[config.mk]
export PLATFORM = sky130hd
export DESIGN_NAME = audio_dac_out
export DESIGN_NICKNAME = d
export VERILOG_FILES = /design/src/rtl/audio_dac_out.sv
export SDC_FILE = /design/constraint.sdc
export NUM_CORES = 1
export LEC_CHECK = 0
export BUFFER_PORTS_ARGS = -buffer_cell sky130_fd_sc_hd__buf_2
export CAP_MARGIN = 15
export CORE_ASPECT_RATIO = 1.2
export CORE_MARGIN = 2
export CORE_UTILIZATION = 41
export DETAILED_ROUTE_END_ITERATION = 8
export HOLD_SLACK_MARGIN = 0.08
export PLACE_DENSITY = 0.7
export SLEW_MARGIN = 20
export SYNTH_ARGS = -nofsm -noshare
export SYNTH_HDL_FRONTEND = slang
export SYNTH_SLANG_ARGS = --single-unit
[constraint.sdc]
create_clock -name clk -period 4.1 [get_ports clk]
set_input_delay 1.025 -clock clk [delete_from_list [all_inputs] [get_ports clk]]
set_output_delay 1.025 -clock clk [all_outputs]
set_load 0.02 [all_outputs]
[src/rtl/audio_dac_out.sv]
`timescale 1ns/1ps
// ---------------------------------------------------------------------------
// audio_dac_out
//
// Stereo sample sink and 4-bit DAC output stage. Sample pairs arrive over a
// valid/ready handshake and are held in a small FIFO. One pair is consumed
// every RATE_DIV clocks. Each channel drives a 4-bit pin through a per-clock
// first-order sigma-delta modulator, so that more than 4 bits of amplitude
// reach the analog side.
//
// Configuration macro:
//   AUDIO_DAC_DITHER_EN  defined     : first-order sigma-delta modulator
//                        not defined : plain truncation to the top 4 bits
//
// Ports:
//   clk           rising-edge clock for every register
//   rstn          asynchronous active-low reset
//   in_valid      a sample pair is present on in_l/in_r
//   in_ready      FIFO can accept a pair (registered, equals !full)
//   in_l, in_r    unsigned offset-binary samples, WIDTH bits
//   clr_underrun  synchronous clear of underrun
//   underrun      sticky: a sample tick found the FIFO empty
//   fifo_level    current FIFO occupancy
//   audio_l/_r    registered 4-bit DAC codes
// ---------------------------------------------------------------------------
module audio_dac_out #(
  parameter int unsigned WIDTH      = 16,
  parameter int unsigned FIFO_DEPTH = 4,
  parameter int unsigned RATE_DIV   = 128
) (
  input  logic                          clk,
  input  logic                          rstn,
  input  logic                          in_valid,
  output logic                          in_ready,
  input  logic [WIDTH-1:0]              in_l,
  input  logic [WIDTH-1:0]              in_r,
  input  logic                          clr_underrun,
  output logic                          underrun,
  output logic [$clog2(FIFO_DEPTH):0]   fifo_level,
  output logic [3:0]                    audio_l,
  output logic [3:0]                    audio_r
);

  localparam int unsigned AW = $clog2(FIFO_DEPTH);
  localparam int unsigned DW = $clog2(RATE_DIV);
  localparam int unsigned EW = WIDTH - 4;
  localparam logic [DW-1:0] DIV_LAST = DW'(RATE_DIV - 1);
  localparam logic [AW:0]   LVL_FULL = (AW + 1)'(FIFO_DEPTH);

  // FIFO storage and pointers
  logic [WIDTH-1:0] mem_l_q [FIFO_DEPTH];
  logic [WIDTH-1:0] mem_l_d [FIFO_DEPTH];
  logic [WIDTH-1:0] mem_r_q [FIFO_DEPTH];
  logic [WIDTH-1:0] mem_r_d [FIFO_DEPTH];
  logic [AW-1:0]    wr_ptr_q, wr_ptr_d;
  logic [AW-1:0]    rd_ptr_q, rd_ptr_d;
  logic [AW:0]      level_q, level_d;
  logic             full_q, full_d;

  // Rate divider
  logic [DW-1:0]    div_cnt_q, div_cnt_d;

  // Current sample and status
  logic [WIDTH-1:0] cur_l_q, cur_l_d;
  logic [WIDTH-1:0] cur_r_q, cur_r_d;
  logic             underrun_q, underrun_d;

  // Output codes
  logic [3:0]       audio_l_q, audio_l_d;
  logic [3:0]       audio_r_q, audio_r_d;

  logic             tick;
  logic             empty;
  logic             push;
  logic             pop;

  // -------------------------------------------------------------------------
  // Handshake, divider and FIFO control
  // -------------------------------------------------------------------------
  always_comb begin
    tick  = (div_cnt_q == DIV_LAST);
    empty = (level_q == '0);
    // Acceptance looks only at the registered full flag, so a pop in the
    // same cycle never makes room for a push into a full FIFO.
    push  = in_valid && !full_q;
    // Emptiness is judged at the start of the cycle; a same-cycle push
    // cannot satisfy the tick.
    pop   = tick && !empty;
  end

  always_comb begin
    div_cnt_d = tick ? '0 : div_cnt_q + DW'(1);
  end

  always_comb begin
    mem_l_d  = mem_l_q;
    mem_r_d  = mem_r_q;
    wr_ptr_d = wr_ptr_q;
    rd_ptr_d = rd_ptr_q;
    level_d  = level_q;

    if (push) begin
      mem_l_d[wr_ptr_q] = in_l;
      mem_r_d[wr_ptr_q] = in_r;
      wr_ptr_d          = wr_ptr_q + AW'(1);
    end
    if (pop) begin
      rd_ptr_d = rd_ptr_q + AW'(1);
    end

    case ({push, pop})
      2'b10:   level_d = level_q + (AW + 1)'(1);
      2'b01:   level_d = level_q - (AW + 1)'(1);
      default: level_d = level_q;
    endcase

    full_d = (level_d == LVL_FULL);
  end

  // -------------------------------------------------------------------------
  // Current sample and underrun
  // -------------------------------------------------------------------------
  always_comb begin
    cur_l_d = cur_l_q;
    cur_r_d = cur_r_q;
    if (pop) begin
      cur_l_d = mem_l_q[rd_ptr_q];
      cur_r_d = mem_r_q[rd_ptr_q];
    end
  end

  always_comb begin
    underrun_d = underrun_q;
    if (clr_underrun) begin
      underrun_d = 1'b0;
    end
    // A new underrun overrides a clear in the same cycle.
    if (tick && empty) begin
      underrun_d = 1'b1;
    end
  end

  // -------------------------------------------------------------------------
  // Output stage
  // -------------------------------------------------------------------------
`ifdef AUDIO_DAC_DITHER_EN
  logic [EW-1:0]  err_l_q, err_l_d;
  logic [EW-1:0]  err_r_q, err_r_d;
  logic [WIDTH:0] acc_l;
  logic [WIDTH:0] acc_r;

  // The carried residue is added to the sample each clock; the top nibble
  // goes out and the remainder carries forward. An overflow into the
  // extra bit saturates the code and drops the residue.
  always_comb begin
    acc_l = {1'b0, cur_l_q} + {5'b0, err_l_q};
    acc_r = {1'b0, cur_r_q} + {5'b0, err_r_q};

    if (acc_l[WIDTH]) begin
      audio_l_d = 4'hF;
      err_l_d   = '0;
    end else begin
      audio_l_d = acc_l[WIDTH-1:WIDTH-4];
      err_l_d   = acc_l[WIDTH-5:0];
    end

    if (acc_r[WIDTH]) begin
      audio_r_d = 4'hF;
      err_r_d   = '0;
    end else begin
      audio_r_d = acc_r[WIDTH-1:WIDTH-4];
      err_r_d   = acc_r[WIDTH-5:0];
    end
  end

  always_ff @(posedge clk or negedge rstn) begin
    if (!rstn) begin
      err_l_q <= '0;
      err_r_q <= '0;
    end else begin
      err_l_q <= err_l_d;
      err_r_q <= err_r_d;
    end
  end
`else
  logic unused_cur_lsbs;

  always_comb begin
    audio_l_d       = cur_l_q[WIDTH-1:WIDTH-4];
    audio_r_d       = cur_r_q[WIDTH-1:WIDTH-4];
    unused_cur_lsbs = ^{cur_l_q[WIDTH-5:0], cur_r_q[WIDTH-5:0]};
  end
`endif

  // -------------------------------------------------------------------------
  // State registers
  // -------------------------------------------------------------------------
  always_ff @(posedge clk or negedge rstn) begin
    if (!rstn) begin
      for (int unsigned i = 0; i < FIFO_DEPTH; i++) begin
        mem_l_q[i] <= '0;
        mem_r_q[i] <= '0;
      end
      wr_ptr_q   <= '0;
      rd_ptr_q   <= '0;
      level_q    <= '0;
      full_q     <= 1'b0;
      div_cnt_q  <= '0;
      cur_l_q    <= '0;
      cur_r_q    <= '0;
      underrun_q <= 1'b0;
      audio_l_q  <= '0;
      audio_r_q  <= '0;
    end else begin
      mem_l_q    <= mem_l_d;
      mem_r_q    <= mem_r_d;
      wr_ptr_q   <= wr_ptr_d;
      rd_ptr_q   <= rd_ptr_d;
      level_q    <= level_d;
      full_q     <= full_d;
      div_cnt_q  <= div_cnt_d;
      cur_l_q    <= cur_l_d;
      cur_r_q    <= cur_r_d;
      underrun_q <= underrun_d;
      audio_l_q  <= audio_l_d;
      audio_r_q  <= audio_r_d;
    end
  end

  always_comb begin
    in_ready   = !full_q;
    underrun   = underrun_q;
    fifo_level = level_q;
    audio_l    = audio_l_q;
    audio_r    = audio_r_q;
  end

endmodule

==> summary.txt <==
Synth
  – Mux contribution to synthesized area: around 24%
  – Ranking of synthesized cells by area: dfrtp_1 61%, mux2_2 17%, mux4_2 6.9%, ha_1 2.9%, xor2_1 2.0%
  – Mean post-synth cell area: between 15 and 20 µm²
  – Flops & latches, synth: 64
  – Synth cell types: 25
  – Area leader, netlist: dfrtp_1
  – Post-synth top area share: 61.1%
  – Ys Warns: 0
  – Synth Area in XOR/XNOR: 3.01%
  – Syn nets: 210
  – Simple-gate share of the synthesized area: just under 5%
  – Register area share after synthesis: between 60 and 70%
  – Largest family of logic cells by synthesized area: multiplexers
  – Synthesized netlist cell count: 167
  – Synth Cell Area: 2620 µm²
  – Fraction of the mapped netlist area in compound gates: under 10%
  – Synth Area in Adders: under 10%

Critical path
  – WS Path Type: in -> reg
  – CP Launch Type: primary input
  – Crit Reg-Reg Startpoint: div_cnt_q[0]$_DFF_PN0_
  – CP Max Fanout: 8
  – Critical Path Start: in_valid
  – Crit path buf inv count: 3
  – Crit-path most repeated cell: inv_1
  – CP endpoint kind: flip-flop
  – Reg-to-reg critical path endpoint: full_q$_DFF_PN0_
  – Worst path arrival time: about 2.8 ns
  – Max incr delay on CP: 0.45 ns
  – Max stage delay cell, worst path: nor2b_1
  – R2R Setup Slk: roughly 1.7 ns
  – Worst-case reg-to-reg path depth: 9
  – WP depth: 9
  – WP data required: around 4.3 ns
  – CP delay by family, top: simple AND/OR/NAND/NOR gates
  – Crit path cell chain: buf_2, nor2b_1, inv_1, ha_1, inv_1, fa_1, xor2_1, or3_1, a211oi_1
  – Worst setup path endpoint: full_q$_DFF_PN0_

Clock network
  – Clk_lat worst skew: around 0.33 ns
  – PostCTS Resize Cnt: 0
  – CTS Buf Count: 9
  – Post-CTS Hold Fix Bufs: 0
  – Reg clk slew, reported paths: ~0.060 ns
  – H-tree Lvls: 3
  – Max Root-Sink Buffers: 2
  – Clock sink count: between 60 and 70
  – Clock root buffer: clkbuf_8
  – CTS tree: built
  – Setup Buffers After CTS: 0

Layout
  – Post-route cell area: around 3100 µm²
  – Most frequent cells in the layout: 64 x dfrtp_1, 40 x mux2_2, 24 x buf_2
  – Ant. Diodes: 0
  – Commonest non-fill, non-tap cell in the layout: dfrtp_1
  – Share of cells above drive strength 1: 43.7%
  – Layout area overhead: 16.7%
  – Final net count: about 240

GRT
  – Global Route met1 Usage: between 10% and 20%
  – Pin count of the biggest net entering global routing: 43
  – Met2 Track Usage GR: between 15 and 20%
  – Initial antenna violation count: 0
  – GR peak layer: met2
  – M3 GR Usage: 3.94%
  – First-pass GRT wire length: about 7100 µm
  – Grt total ovfl: 0
  – Vias in the first global route: 1457
  – Total GRT Usage: a little over an eighth

Power
  – Psw: around 0.0005 W
  – Pint: approximately 0.0014 W
  – Clock power share: between 20 and 30%
  – VDD IR max: ~280 µV
  – Total chip power: a little under 0.002 W
  – Pwr dens: between 600 and 700 nW/µm²
  – Combinational power share: approximately 23%
  – Sw Share: about a quarter
  – Reg power frac: a little under half
  – Pleak: about 1.4 nW

Floorplanning
  – Starting Density: 42.8%
  – Chip height: 91.6 µm
  – # rows: 31
  – DIE WIDTH: approximately 77 µm
  – Die Area: 7050 µm²
  – Boundary pin count: 49
  – Core Footprint: 6130 µm²

Timing
  – Hold_ws: between 0.3 and 0.4 ns
  – Fmax: between 0.3 and 0.4 GHz
  – Crit share post-route: about three fifths
  – Hold violation count in the final report: 0
  – Worst slew slack as a fraction of its limit: 60.2%
  – Fin Clk Skew: 0.00803 ns
  – Worst Tran Pin Value: about 0.6 ns
  – RSZ-0062 raised after global routing: no
  – Setup TNS: 0 ns
  – Crit path time final: about 2.5 ns
  – Slew Viols, Final: 0
  – Setup Viol. Count Final: 0

Placement
  – Routability Congestion: approximately 0.70
  – Number of buffers added on ports: 24
  – Detailed placement HPWL: about 2800 µm
  – DP Area: around 2800 µm²

Routing
  – Total number of vias: 1410
  – Initial DRT Pass Iterations: 4
  – DRC: 0
  – Drt wl/cell: around 14 µm
  – Via/cell ratio: around 4.9
  – Final WL: 4160 µm
  – 1st-iter DRT viols: 77
  – Final ANT Viol Nets: 0

Status
  – Outcome: finished, final reports clean

Hold path
  – HP Start: cur_l_q[13]$_DFFE_PN0P_
  – Worst Hold Class: reg -> reg

Run
  – Max-cap violations: 0
worst min path at each step:
| stage | cells past startpoint | slack, ns | to |
|---|---|---|---|
| 3_5_place_dp | 0 | 0.36 | audio_r[0]$_DFF_PN0_ |
| 6_report | 0 | 0.37 | audio_l[1]$_DFF_PN0_ |
| 3_3_place_gp | 0 | 0.36 | audio_l[0]$_DFF_PN0_ |
| 2_1_floorplan | 0 | 0.35 | audio_l[0]$_DFF_PN0_ |
| 5_1_grt | 0 | 0.39 | audio_r[2]$_DFF_PN0_ |
| 4_1_cts | 0 | 0.38 | audio_l[1]$_DFF_PN0_ |
final cells by class:
cell class | count | area, µm²
flip-flops and latches | 64 | 1600
clock inverters | 3 | 65.1
well taps | 82 | 103
fillers | 559 | 3070
inverters | 8 | 30.0
clock buffers | 13 | 149
multi-input cells | 92 | 977
repair buffers | 26 | 135
logic make-up after synthesis:
kind of cell             after synthesis
AO/OA/AOI/OAI                          6
buffers and inverters                 11
multiplexers                          49
AND/OR/NAND/NOR                       21
flip-flops                            64
adder cells (fa/ha/maj)                7
XOR/XNOR                               9
metrics by stage:
stage               cells  utilization [%]  setup slack, ns
finish                288             49.9             1.56
global route          288             49.9             1.41
CTS                   288             49.9             1.56
detailed placement    272             46.4             1.20
global placement      272             46.4             1.24
floorplan             167                -             1.42
worst reg2reg max path, delay by kind of cell, from the launching register on:
kind / cells / cell delay, ns
compound gates: 1 / 0.27
xor+xnor: 1 / 0.15
fa+ha+maj: 3 / 0.81
buf+inv: 1 / 0.06
flops: 1 / 0.37
simple gates: 3 / 0.69
flip-flops by register name, summed over array words and instances, names as in the netlist:
register,flops
underrun,1
rd_ptr_q,2
full_q,1
mem_l_q,16
wr_ptr_q,2
cur_l_q,4
audio_l,4
fifo_level,3
div_cnt_q,7
mem_r_q,16
cur_r_q,4
audio_r,4
power by group through the flow:
| stage | Combinational [W] | Sequential, W | Clock, W |
|---|---|---|---|
| CTS | 0.000460 | 0.000921 | 0.000593 |
| detailed placement | 0.000459 | 0.000932 | 0 |
| global route | 0.000500 | 0.000945 | 0.000624 |
| global placement | 0.000443 | 0.000922 | 0 |
| finish | 0.000450 | 0.000920 | 0.000577 |
| floorplan | 0.000347 | 0.000918 | 0 |
cells in the mapped netlist (all sizes together):
master	instances
a211oi	1
a21oi	1
a22o	1
buf	3
dfrtp	64
fa	1
ha	6
inv	8
mux2	40
mux2i	1
mux4	8
nand2	8
nand3	3
nor2	4
nor2b	1
nor3	2
nor4b	1
o21ai	3
or3	2
xnor2	3
xor2	6
metal layers:
metal	wire, µm	part of all wire, %
met1	1940	47
met4	55	1.3
met2	1990	48
met5	0	0
met3	174	4.2
Power figures use the tool's default switching activity.
